==> config.mk <==
export PLATFORM = sky130hd
export DESIGN_NAME = ct_cp0_rst_inv_ctrl
export DESIGN_NICKNAME = d
export VERILOG_FILES = /design/src/rtl/ct_cp0_rst_inv_ctrl.sv
export SDC_FILE = /design/constraint.sdc
export NUM_CORES = 1
export LEC_CHECK = 0
export CELL_PAD_IN_SITES_DETAIL_PLACEMENT = 1
export CELL_PAD_IN_SITES_GLOBAL_PLACEMENT = 1
export CORE_UTILIZATION = 28
export CTS_BUF_LIST = sky130_fd_sc_hd__clkbuf_16
export DETAILED_ROUTE_END_ITERATION = 8
export GPL_TIMING_DRIVEN = 0
export MAX_ROUTING_LAYER = met4
export PLACE_DENSITY = 0.83
export SYNTH_ARGS = -nofsm -noshare
export SYNTH_HDL_FRONTEND = slang
export SYNTH_SLANG_ARGS = --single-unit
==> constraint.sdc <==
create_clock -name forever_cpuclk -period 1.3 [get_ports forever_cpuclk]
set_input_delay 0.325 -clock forever_cpuclk [delete_from_list [all_inputs] [get_ports forever_cpuclk]]
set_output_delay 0.325 -clock forever_cpuclk [all_outputs]
set_load 0.02 [all_outputs]
==> src/rtl/ct_cp0_rst_inv_ctrl.sv <==
// CP0 responder for the IFU reset-invalidate handshake: walks every icache set
// through the array arbiter, then reports done. Optional BHT stage: CT_CP0_RST_BHT_INV_EN.
module ct_cp0_rst_inv_ctrl #(
    parameter int INDEX_WIDTH = 8,
    parameter int PC_WIDTH    = 40
) (
    input  logic                   forever_cpuclk,
    input  logic                   cpurst_b,
    input  logic                   ifu_cp0_rst_inv_req,
    input  logic                   ifu_cp0_rst_mrvbr_req,
    input  logic                   ifu_xx_sync_reset,
    input  logic [PC_WIDTH-1:0]    pad_yy_rvbr,
    input  logic                   inv_arb_gnt,
`ifdef CT_CP0_RST_BHT_INV_EN
    input  logic                   bht_cp0_inv_done,
    output logic                   cp0_bht_inv_req,
`endif
    output logic                   cp0_inv_arb_req,
    output logic                   cp0_inv_wen,
    output logic [INDEX_WIDTH-1:0] cp0_inv_index,
    output logic                   cp0_ifu_rst_inv_done,
    output logic [PC_WIDTH-1:0]    cp0_ifu_rvbr,
    output logic                   cp0_inv_busy
);

`ifdef CT_CP0_RST_BHT_INV_EN
    typedef enum logic [1:0] {IDLE, WALK, BHT, DONE} state_t;
`else
    typedef enum logic [1:0] {IDLE, WALK, DONE} state_t;
`endif

    localparam logic [INDEX_WIDTH-1:0] LAST_IDX = '1;
    // The reset vector is word aligned; the mask drops the two low pad bits.
    localparam logic [PC_WIDTH-1:0]    RVBR_MASK = {{(PC_WIDTH-2){1'b1}}, 2'b00};

    state_t                 state;
    logic [INDEX_WIDTH-1:0] index;

    always_ff @(posedge forever_cpuclk or negedge cpurst_b) begin
        if (!cpurst_b) begin
            state <= IDLE;
            index <= '0;
        end else begin
            case (state)
                IDLE: begin
                    if (ifu_cp0_rst_inv_req) begin
                        state <= WALK;
                        index <= '0;
                    end
                end
                WALK: begin
                    if (inv_arb_gnt) begin
                        index <= index + 1'b1;
                        if (index == LAST_IDX) begin
`ifdef CT_CP0_RST_BHT_INV_EN
                            state <= BHT;
`else
                            state <= DONE;
`endif
                        end
                    end
                end
`ifdef CT_CP0_RST_BHT_INV_EN
                BHT: begin
                    if (bht_cp0_inv_done)
                        state <= DONE;
                end
`endif
                DONE: begin
                    // A fresh request wins over the IFU leaving reset.
                    if (ifu_cp0_rst_inv_req) begin
                        state <= WALK;
                        index <= '0;
                    end else if (!ifu_xx_sync_reset) begin
                        state <= IDLE;
                    end
                end
                default: state <= IDLE;
            endcase
        end
    end

    always_ff @(posedge forever_cpuclk or negedge cpurst_b) begin
        if (!cpurst_b)
            cp0_ifu_rvbr <= '0;
        else if (ifu_cp0_rst_mrvbr_req)
            cp0_ifu_rvbr <= pad_yy_rvbr & RVBR_MASK;
    end

    assign cp0_inv_arb_req      = (state == WALK);
    assign cp0_inv_wen          = (state == WALK) && inv_arb_gnt;
    assign cp0_inv_index        = index;
    assign cp0_ifu_rst_inv_done = (state == DONE);
    assign cp0_inv_busy         = (state != IDLE);
`ifdef CT_CP0_RST_BHT_INV_EN
    assign cp0_bht_inv_req      = (state == BHT);
`endif

endmodule

* Word level (Yosys, flattened, before mapping)
Cells that the tools add are included.
** Operators by class
- Reductions and logical operators :: 7
- Muxes and demuxes :: 9
- Equal/unequal tests :: 8
- Add/sub/neg operators :: 1
** Operators with widths (count)
- 8-bit two-way mux :: 2
- 8-bit case mux with 2 select lines :: 1
- 2-bit two-way mux :: 5
- 8-bit by 1-bit adder with 8-bit output, second input constant :: 1
- 8-bit equality test, second input constant :: 1
- 2-bit case mux with 3 select lines :: 1
- 2-bit by 1-bit inequality test with 1-bit output, second input constant :: 2
- 2-bit inequality test, second input constant :: 2
- 4-bit AND reduction :: 1
- 2-bit nonzero test :: 2
- 3-bit inequality test, second input constant :: 1
- 3-bit AND reduction :: 1
- 2-bit by 1-bit equality test with 1-bit output, second input constant :: 1
- 2-bit equality test, second input constant :: 1
- 2-bit logical NOT :: 1
- 2-bit OR reduction :: 1
- 1-bit logical AND :: 1
** Word-level totals
- Input bits :: 46
- Output and inout bits :: 52
- Register bits after elaboration :: 48
- Word-level logic and storage cells :: 28

* Depth between registers and ports, before layout
- Depth after elaboration :: 4
- Gate-level depth with buffers :: 4
- Depth with buffers taken out :: 4

* Worst setup path after synthesis
No wires, ideal clock.
- Kind :: register to register
- From :: reg index[0] (netlist: cp0_inv_index[0])
- To :: reg index[6] (netlist: cp0_inv_index[6])
- Stages on the path, launching flop included :: 5
- Clock period less this slack :: 1.507 ns
- Library setup time :: 0.078 ns
- Path slack :: -0.207 ns
- Path buffers :: 0
- Data arrival time :: 1.429 ns
- Required time :: 1.222 ns
- Cells stage by stage :: dfrtp_1 > ha_1 > nand3_2 > or4_1 > a21oi_1
** On the way
- Cells in the longest elaborated chain, start to end :: 3
** Ends and longest elaborated chain
- from (decl) :: line 37 : logic [INDEX_WIDTH-1:0] index;
- from (signal assigned) :: line 53 : index <= index + 1'b1;
- 8-bit by 1-bit adder with 8-bit output :: line 53
- 8-bit two-way mux :: line 52 : if (inv_arb_gnt) begin
- 8-bit case mux with 2 select lines :: line 44 : case (state)
Every way passes these cells. The select of a mux whose other input is x is not followed.
A chain may end at the register's enable or synchronous reset.

* Worst setup path after layout
- From :: reg state[0]
- To :: out cp0_inv_busy
** On the way
- Cells in the longest elaborated chain, start to end :: 1
** Ends and longest elaborated chain
- from (decl) :: line 36 : state_t state;
- from (signal assigned) :: line 41 : state <= IDLE;
- from (signal assigned) :: line 47 : state <= WALK;
- from (signal assigned) :: line 58 : state <= DONE;
- 2-bit nonzero test :: line 94 : assign cp0_inv_busy = (state != IDLE);
- to (decl) :: line 23 : output logic cp0_inv_busy
Every way passes these cells.

==> results.md <==
* Status: finished with violations
* Violated checks: negative setup slack
* Yosys cell types at 35
* Routed length per instance at 14.86 µm
* Final WL at around 5.2 mm
* Critical Path AT at 1220 ps
* Post-DP HPWL at approximately 3.7 mm
* Startpoint Class: flop
* Die ar. at roughly 7500 µm²
* Hold crit path type: input port to asynchronous set/reset pin
* Crit path max fanout at 5
* FILL cells at approximately 740
* Starting Density at 29.25%
* Via Count at between 1.5k and 2k
* Gpl congestion at 0.7479
* Leak Pwr at about 1.4 nW
* Slew at the pin closest to its max-slew limit at 621.8 ps
* CTS buffer count at 5
* Nets at 302
* Main combinational cell family by area after synthesis: multiplexers
* Commonest non-fill, non-tap cell in the layout: dfrtp_1
* Total GRT Usage at about 14%
* Die Y at 86.48 µm
* Final slew viol count at 0
* Fmax at roughly 0.65 GHz
* Synth Area in Compound Gates at about 4.6%
* Vias per cell at 4.406
* Vias in the first global route at approximately 1.7k
* Post-Syn Instances at 140
* Simple-gate share of the synthesized area at 8.641%
* Initial antenna violation count at 0
* Layout cell share with drive strength beyond 1 at between 30 and 40%
* Antenna cells at 0
* Final min period at 1547 ps
* Multiplexer area fraction after synthesis at around 22%
* Setup crit end kind: output port
* Area grow syn2layout at 64.50%
* Place WS at -682.7 ps
* Sequential share of the synthesized area at 60.11%
* FF+latch count, synth at between 40 and 50
* Die X at ~86 µm
* CP peak stage delay at between 400 and 500 ps
* PortBufs at 92
* Global route overflow at 0
* R2R depth at 4
* Inst Count DP at 330
* Syn Std Cell Area at roughly 2000 µm²
* Root buf cell: clkbuf_16
* CTS max path bufs at 2
* Most frequent cells in the layout: dfrtp_1 (43), clkdlybuf4s50_1 (40), mux2_1 (38), clkbuf_2 (23), clkdlybuf4s15_1 (15)
* CP max stage cell: dfrtp_2
* Drt first pass iters at 4
* RSZ-0062 raised after global routing: yes
* WS Path Type: flop to output port
* Syn avg cell area at about 14 µm²
* DR iter-0 viols at 10
* Worst IR drop on VDD at just over 0.0007 V
* FF-to-FF setup slack at -120 ps
* Final worst path period share at 119.0%
* Rel. slew slack at between 50% and 60%
* IO Count at 98
* Worst-path cell chain: buf_8 -> or2_1 -> buf_6
* Clock sinks at 48
* First-pass GRT wire length at just over 8 mm
* Post-Synth XOR/XNOR Area at 0.8766%
* YS warnings at 0
* Tot Pwr at ~4.7 mW
* CTS tree: built
* Adder-Cell Fraction of Synth Area at less than 1%
* Clock skew at between 1.5 and 2 ps
* Final hold vios at 0
* Final std cells w/o fill at ~350
* Setup slack after layout at -247.4 ps
* DRC Markers at 0
* Max Cap Violations at 0
* CTS clk-pin slew, worst paths at 60 ps
* Cts-stage hold buffer count at 0
* DRT antenna net count at 0
* Pin count of the biggest net entering global routing at 27
* Crit path required time at 980 ps
* H-tree level count at 2
* FP Rows at 30
* Placeable Area at roughly 7000 µm²
* Worst skew pair latency at between 200 and 300 ps
* Pwr dens at about 1400 nW/µm²
* # setup viols final at 9
[report_power, final]
group          internal [mW]  switching, mW
logic                  0.770          0.726
clock network          0.699          0.527
registers               1.72          0.219
[cell families (layout without fill, tap and decap cells)]
group	Yosys count	count (layout)
compound gates	13	13
xor+xnor	2	2
fa+ha+maj	1	1
buf+inv	10	125
flops	48	48
mux	40	40
other cells	1	2
simple gates	25	25
[routing by layer]
metal	global-route usage, %	wire, µm
met5	-	0
met4	5.000	40
met3	3.048	285
met2	26.05	2843
met1	15.87	2060
[area by class of cell]
class / instances / area [µm²] / area share (%)
Sequential cell: 48 / 1207 / 36.73
Timing Repair Buffer: 107 / 925.9 / 28.17
Multi-Input combinational cell: 83 / 830.8 / 25.28
Clock buffer: 5 / 125.1 / 3.807
Tap cell: 96 / 120.1 / 3.654
Buffer: 7 / 50.05 / 1.523
Clock inverter: 3 / 13.76 / 0.4187
Inverter: 3 / 13.76 / 0.4187
[repair_timing]
| action | in CTS | in global routing |
|---|---|---|
| resized for setup | 140 | 42 |
| buffers inserted | 11 | 4 |
| pin swaps | 0 | 4 |
| endpoints found under the setup margin | 55 | 41 |
[critical path: cells and delay by family, from the launching register on]
kind / cells / cell delay [ps]
DFF: 1 / 460
buffers and inverters: 2 / 270
and+or+nand+nor: 1 / 210
[cells in the mapped netlist]
cell type | n | area (µm²)
and2_2 | 1 | 7.510
or3_1 | 2 | 12.51
ha_1 | 1 | 12.51
buf_4 | 2 | 15.01
conb_1 | 1 | 3.750
mux2_1 | 38 | 427.9
dfrtp_1 | 48 | 1201
or4_1 | 1 | 7.510
o211ai_2 | 1 | 12.51
xor2_1 | 1 | 8.760
nor2b_1 | 1 | 6.260
nor3_1 | 1 | 5.000
o31ai_1 | 1 | 7.510
clkbuf_1 | 1 | 3.750
mux2i_1 | 2 | 20.02
nand3_2 | 1 | 10.01
a21oi_1 | 3 | 15.01
or2_1 | 1 | 6.260
nor2b_2 | 1 | 8.760
o41ai_1 | 1 | 8.760
or4b_4 | 1 | 13.76
a32o_1 | 1 | 10.01
nand3b_1 | 4 | 30.03
inv_1 | 3 | 11.26
nand4_1 | 1 | 6.260
nand2b_1 | 2 | 12.51
nand2_1 | 3 | 11.26
nand4_2 | 1 | 12.51
buf_2 | 4 | 20.02
nor3b_1 | 2 | 15.01
a21o_1 | 2 | 15.01
o21ai_0 | 3 | 15.01
nor2_1 | 2 | 7.510
xnor2_1 | 1 | 8.760
o311ai_1 | 1 | 8.760
[path summary, 6_finish.rpt]
path | startpoint | end
max | state[0] | cp0_inv_busy
max reg2reg | state[1] | cp0_inv_index[6]
min reg2reg | cp0_ifu_rvbr[12] | cp0_ifu_rvbr[12]
max in group asynchronous | cpurst_b | state[0]
min in group forever_cpuclk | ifu_cp0_rst_mrvbr_req | cp0_ifu_rvbr[29]
min | cpurst_b | cp0_ifu_rvbr[23]
[registers in the layout, indices dropped and copies added (netlist names)]
signal / flops
cp0_inv_index: 8
cp0_ifu_rvbr: 38
state: 2
[stage by stage]
step	TNS [ps]	hold slack, ps	cell area (µm²)	utilization (%)
after floorplan	-68.24	29.41	2018	-
after global placement	-80050	467.1	3059	44.78
after detailed placement	-6251	371.0	3074	45.00
after CTS	-808.4	69.19	3326	48.68
after global routing	-1464	101.7	3287	48.11
final	-1014	55.89	3287	48.11
Note: power is estimated with default switching activity, not from simulation.
